File: src/rtl/reg_dump_reader.sv
// Register-file dump sequencer: walks first_reg..last_reg on the combinational
// read port and streams (index, value) pairs out over a valid/ready handshake.
module reg_dump_reader #(
    parameter int ADDR_W    = 5,
    parameter int DATA_W    = 32,
    parameter int SKIP_ZERO = 0
) (
    input  logic              click,
    input  logic              Reset,
    input  logic              start,
    input  logic [ADDR_W-1:0] first_reg,
    input  logic [ADDR_W-1:0] last_reg,
    output logic [ADDR_W-1:0] rd_addr,
    input  logic [DATA_W-1:0] rd_data,
    output logic              out_valid,
    input  logic              out_ready,
    output logic [ADDR_W-1:0] out_index,
    output logic [DATA_W-1:0] out_data,
    output logic              busy,
    output logic              done,
    output logic              err
);

    typedef enum logic [1:0] {
        S_IDLE    = 2'd0,
        S_FETCH   = 2'd1,
        S_PRESENT = 2'd2,
        S_DONE    = 2'd3
    } state_t;

    state_t            state_q, state_d;
    logic [ADDR_W-1:0] cur_q, cur_d;
    logic [ADDR_W-1:0] end_q, end_d;
    logic              valid_q, valid_d;
    logic [ADDR_W-1:0] index_q, index_d;
    logic [DATA_W-1:0] data_q, data_d;
    logic              err_q, err_d;

    always_ff @(posedge click) begin
        if (!Reset) begin
            state_q <= S_IDLE;
            cur_q   <= '0;
            end_q   <= '0;
            valid_q <= 1'b0;
            index_q <= '0;
            data_q  <= '0;
            err_q   <= 1'b0;
        end else begin
            state_q <= state_d;
            cur_q   <= cur_d;
            end_q   <= end_d;
            valid_q <= valid_d;
            index_q <= index_d;
            data_q  <= data_d;
            err_q   <= err_d;
        end
    end

    always_comb begin
        state_d = state_q;
        cur_d   = cur_q;
        end_d   = end_q;
        valid_d = valid_q;
        index_d = index_q;
        data_d  = data_q;
        err_d   = 1'b0;
        case (state_q)
            S_IDLE: begin
                if (start) begin
                    if (first_reg <= last_reg) begin
                        cur_d   = first_reg;
                        end_d   = last_reg;
                        state_d = S_FETCH;
                    end else begin
                        err_d = 1'b1;
                    end
                end
            end
            S_FETCH: begin
                // Register 0 is hardwired zero; optionally step over it without a word.
                if ((SKIP_ZERO != 0) && (cur_q == '0)) begin
                    if (cur_q == end_q) begin
                        state_d = S_DONE;
                    end else begin
                        cur_d = cur_q + ADDR_W'(1);
                    end
                end else begin
                    data_d  = rd_data;
                    index_d = cur_q;
                    valid_d = 1'b1;
                    state_d = S_PRESENT;
                end
            end
            S_PRESENT: begin
                if (out_ready) begin
                    valid_d = 1'b0;
                    // Stop on end rather than incrementing, so last_reg at the top never wraps.
                    if (cur_q == end_q) begin
                        state_d = S_DONE;
                    end else begin
                        cur_d   = cur_q + ADDR_W'(1);
                        state_d = S_FETCH;
                    end
                end
            end
            S_DONE: begin
                state_d = S_IDLE;
            end
            default: begin
                state_d = S_IDLE;
            end
        endcase
    end

    assign rd_addr   = cur_q;
    assign out_valid = valid_q;
    assign out_index = index_q;
    assign out_data  = data_q;
    assign busy      = (state_q != S_IDLE);
    assign done      = (state_q == S_DONE);
    assign err       = err_q;

endmodule

File: config.mk
export PLATFORM = sky130hd
export DESIGN_NAME = reg_dump_reader
export DESIGN_NICKNAME = d
export VERILOG_FILES = /design/src/rtl/reg_dump_reader.sv
export SDC_FILE = /design/constraint.sdc
export NUM_CORES = 1
export LEC_CHECK = 0
export CAP_MARGIN = 20
export CELL_PAD_IN_SITES_DETAIL_PLACEMENT = 0
export CELL_PAD_IN_SITES_GLOBAL_PLACEMENT = 1
export CORE_UTILIZATION = 32
export DETAILED_ROUTE_END_ITERATION = 10
export PLACE_DENSITY = 0.81
export SYNTH_ARGS = -nofsm -noshare
export SYNTH_HDL_FRONTEND = slang
export SYNTH_SLANG_ARGS = --single-unit
File: constraint.sdc
create_clock -name click -period 4.4 [get_ports click]
set_input_delay 0.66 -clock click [delete_from_list [all_inputs] [get_ports click]]
set_output_delay 0.66 -clock click [all_outputs]
set_load 0.005 [all_outputs]
Word level (Yosys, flattened, before mapping)
Cells that the tools add are included.
{ "word_totals": {"reg_bits": 51, "output_inout_bits": 46} }
{ "classes": {"add_sub_neg": 1, "n_lt_le_gt_ge": 1, "n_eq_ne": 8, "muxes": 13, "n_reduce_logical": 9} }
{ "ops": {"columns": ["cell", "n"], "rows": [
  ["2-to-1 mux 5 bit", 4],
  ["one-hot mux 5 bit (2 select lines)", 1],
  ["AND reduction 3 bit", 3],
  ["2-to-1 mux 2 bit", 4],
  ["!= test 2 bit, second input constant", 4],
  ["one-hot mux 2 bit (4 select lines)", 1],
  ["nonzero test 2 bit", 3],
  ["adder 5 x 1 -> 5 bit, second input constant", 1],
  ["== test 5 bit", 1],
  ["<= comparator 5 bit", 1],
  ["AND reduction 5 bit", 1],
  ["== test 2 bit, second input constant", 2],
  ["== test 2 x 1 -> 1 bit, second input constant", 1],
  ["zero test 2 bit", 1],
  ["2-to-1 mux 1 bit", 2],
  ["one-hot mux 1 bit (2 select lines)", 1],
  ["AND reduction 2 bit", 1]
]} }

Depth between registers and ports, before layout
{ "depth": {"ltp_word": 4, "depth_mapped": 7} }

Least setup slack after synthesis
OpenSTA, ideal clock, no wires.
{ "synth_path": {"kind": "input to register", "startpoint": "in last_reg[1]", "endpoint": "reg state_q[0]", "setup_ns": 0.128, "arrival_time_ns": 1.752, "required_ns": 4.272, "slack_ns": 2.521, "path_stages": 7, "n_path_buf": 0, "cell_sequence": "inv_1 -> ha_1 -> nand2b_1 -> a211oi_2 -> o22ai_1 -> a22oi_1 -> nor2_1"} }
{ "synth_between": {"elab_chain_len": 3} }
{ "synth_lines": {"columns": ["item", "line", "rtl"], "rows": [
  ["start, declared", "12", "input logic [ADDR_W-1:0] last_reg,"],
  ["<= comparator 5 bit", "70", "if (first_reg <= last_reg) begin"],
  ["!= test 2 bit (no source line)", null, null],
  ["AND reduction 3 bit (no source line)", null, null],
  ["end signal, assigned", "49", "state_q <= state_d;"],
  ["end, declared", "31", "state_t state_q, state_d;"]
]} }
Every way passes these cells.
A chain may end at the register's enable or synchronous reset.

Worst setup path after layout
{ "layout_path": {"startpoint": "in first_reg[0]", "endpoint": "reg state_q[0]"} }
{ "layout_between": {"elab_chain_len": 3} }
{ "layout_lines": {"columns": ["item", "line", "rtl"], "rows": [
  ["start, declared", "11", "input logic [ADDR_W-1:0] first_reg,"],
  ["<= comparator 5 bit", "70", null],
  ["!= test 2 bit (no source line)", null, null],
  ["AND reduction 3 bit (no source line)", null, null]
]} }
Every way passes these cells.

==> results.sh <==
export IMPL_power_switching_uw=301
export IMPL_slowest_delay_ps=540
export IMPL_cts_resized=0
export IMPL_p_seq_share_pct=50.4
export IMPL_dieHeight_um=84.7
export IMPL_setup_viol=0
export IMPL_p_int_uw=747
export IMPL_diodes=0
export IMPL_finalMaxSlewViolations=0
export IMPL_synth_edf_count=0
export IMPL_maxCapViolCount=0
export IMPL_route_vias_total=2073
export IMPL_cellLeakagePower_nw=1.19
export IMPL_area_growth_pct=47.3
export IMPL_grt_pass1_wl_mm=9.25
export IMPL_nets=412
export IMPL_grt_total_usage_pct=16.0
export IMPL_clkTransAtPathRegs_ps=90
export IMPL_ys_flop_type="dfxtp_1"
export IMPL_place_detailed_hpwl_mm=4.14
export IMPL_fin_skew_ps=8.11
export IMPL_min_path_type="reg -> reg"
export IMPL_cts_tree="done"
export IMPL_fin_crit_sh_pct=51.1
export IMPL_detail_route_wl_per_cell_um=13.0
export IMPL_regToRegSetupSlack_ps=2840
export IMPL_overflow=0
export IMPL_ir_drop_v=0.000137
export IMPL_max_freq_mhz=445
export IMPL_cp_max_fo=7
export IMPL_avgSynthCellArea_um2=7.93
export IMPL_synth_top_area_share_pct=46.7
export IMPL_insertion_delay_ps=300
export IMPL_power_frac_clock_pct=25.1
export IMPL_comb_power_share_pct=24.5
export IMPL_place_congestion=0.774
export IMPL_hold_violations=0
export IMPL_slew_headroom_pct=47.7
export IMPL_fp_dieW_um=84.7
export IMPL_cts_setup_buffers=0
export IMPL_cts_buffers=5
export IMPL_route_detailed_drc=7
export IMPL_htreeDepth=2
export IMPL_worstPathCellList="clkdlybuf4s50_1, inv_1, ha_1, nand2b_1, a211oi_2, o22ai_1, a22oi_1, nor2_1"
export IMPL_path_class="in -> reg"
export IMPL_clockBufferDepth=2
export IMPL_postSynthCellCount=276
export IMPL_yosys_warnings=0
export IMPL_row_count=29
export IMPL_grt_max_degree=38
export IMPL_vias_per_cell=4.73
export IMPL_die_area_um2=7170
export IMPL_worstSetupEndpointType="flop"
export IMPL_grt_pass1_vias=1935
export IMPL_synth_distinct_cells=35
export IMPL_layout_drive_gt1_share_pct=5.26
export IMPL_yosys_top_cells_area="dfxtp_1 (47%), nand2_1 (15%), a21oi_1 (11%)"
export IMPL_cellPowerDensity_nw_per_um2=325
export IMPL_violations="design-rule violations"
export IMPL_core_area_um2=6460
export IMPL_cts_hold_fix_buffers=0
export IMPL_syn_area_um2=2190
export IMPL_clockRootBuffer="clkbuf_8"
export IMPL_cp_buffers_inverters=2
export IMPL_yosysSeqAreaShare_pct=46.7
export IMPL_routed_wl_mm=5.68
export IMPL_period_needed_ps=2250
export IMPL_yosys_top_cells_count="nand2_1 (85), dfxtp_1 (51), a21oi_1 (46)"
export IMPL_synth_area_leader_cell="dfxtp_1"
export IMPL_numPortBuffers=91
export IMPL_ios=92
export IMPL_synth_seq_cells=51
export IMPL_rsz0062_at_grt="no"
export IMPL_cp_start_kind="primary input"
export IMPL_critPathRequiredTime_ps=4560
export IMPL_postPlaceCellArea_um2=3140
export IMPL_clock_sinks=51
export IMPL_start_util_pct=33.9
export IMPL_setup_tns_ps=0
export IMPL_cp_top_family="compound AO/OA/AOI/OAI gates"
export IMPL_drtPass1Iterations=9
export IMPL_drtAntennaViolNets=0
export IMPL_async_reset_ff_share_pct=0
export IMPL_synth_most_common_cell="nand2_1"
export IMPL_worst_pin_slew_ps=784
export IMPL_fin_area_um2=3220
export IMPL_switching_share_pct=28.7
export IMPL_synth_nets=328
export IMPL_status="finished with violations"
export IMPL_antenna_found_initial=0
export IMPL_arrival_ps=2410
export IMPL_first_iter_violations=112
export IMPL_crit_slowest_cell="clkdlybuf4s50_1"
[stage by stage]
stage | worst slack, ps | hold slack [ps] | instances | util [%] | total power, mW
final | 2150 | 456 | 438 | 49.9 | 1.05
after global placement | 1850 | 441 | 430 | 48.6 | 0.797
after global routing | 2040 | 474 | 438 | 49.9 | 1.11
after floorplan | 2520 | 453 | 276 | - | 0.668
after CTS | 2150 | 460 | 438 | 49.9 | 1.06
after detailed placement | 1840 | 447 | 430 | 48.6 | 0.798
[cell type report]
cell class,count,area (µm²)
clock inverter,2,12.5
tap,77,96.3
timing repair buffer,94,933
sequential,51,1020
clock buffer,6,72.6
multi-input combinational,199,1050
fill,654,3240
inverter,9,33.8
[worst register-to-register path: stages (launching register included)]
cell,delay (ps)
dfxtp_1,450
inv_2,120
nand2_1,300
buf_4,370
nand2_1,100
a21oi_1,140
[path summary, 6_finish.rpt]
kind | start | to | cells after the start
setup reg to reg | state_q[1] | out_data[31] | 5
hold / removal | out_data[5] | out_data[5] | 2
setup / recovery | first_reg[0] | state_q[0] | 8
hold reg to reg | out_data[5] | out_data[5] | 2
[registers in the layout (all words and copies together), names as in the netlist]
register / count
err: 1
rd_addr: 5
state_q: 2
end_q: 5
out_valid: 1
out_index: 5
out_data: 32
[cells in the final DEF (no fill, tap or decap), types with 2 or more instances in the layout]
| cell | n |
|---|---|
| dfxtp_1 | 51 |
| o211ai_1 | 3 |
| nand2_1 | 85 |
| mux2i_1 | 4 |
| nor3_1 | 2 |
| clkdlybuf4s50_1 | 91 |
| nor2_1 | 6 |
| a21oi_1 | 46 |
| xor2_1 | 7 |
| buf_4 | 3 |
| nand2b_1 | 3 |
| clkbuf_8 | 5 |
| o21ai_0 | 9 |
| ha_1 | 6 |
| nand3_1 | 10 |
| and2_1 | 2 |
| inv_1 | 8 |
[layer usage]
metal | global-route usage (%) | part of all wire, % | wire [µm] | up-vias
li1 | - | - | - | 1087
met3 | 1.87 | 4.0 | 229 | 8
met2 | 26.8 | 47 | 2670 | 52
met5 | 0 | 0 | 0 | -
met1 | 21.0 | 47 | 2680 | 926
met4 | 6.63 | 1.8 | 103 | 0
[cell families (layout without fill, tap and decap cells)]
group                    after synthesis  count (layout)  synth area share, %
flip-flops                            51              51                 46.7
AND/OR/NAND/NOR                      114             114                 22.3
AO/OA/AOI/OAI                         67              67                 17.3
buffers and inverters                 26             111                 5.32
multiplexers                           4               4                 1.83
XOR/XNOR                               8               8                 3.20
adder cells (fa/ha/maj)                6               6                 3.43
[power groups by stage]
stage               clock [mW]  combinational [mW]  sequential, mW
floorplan                    0               0.137           0.532
global placement             0               0.258           0.539
detailed placement           0               0.259           0.539
CTS                      0.272               0.260           0.529
global route             0.295               0.283           0.535
finish                   0.263               0.257           0.528
(Power assumes the default switching activity.)
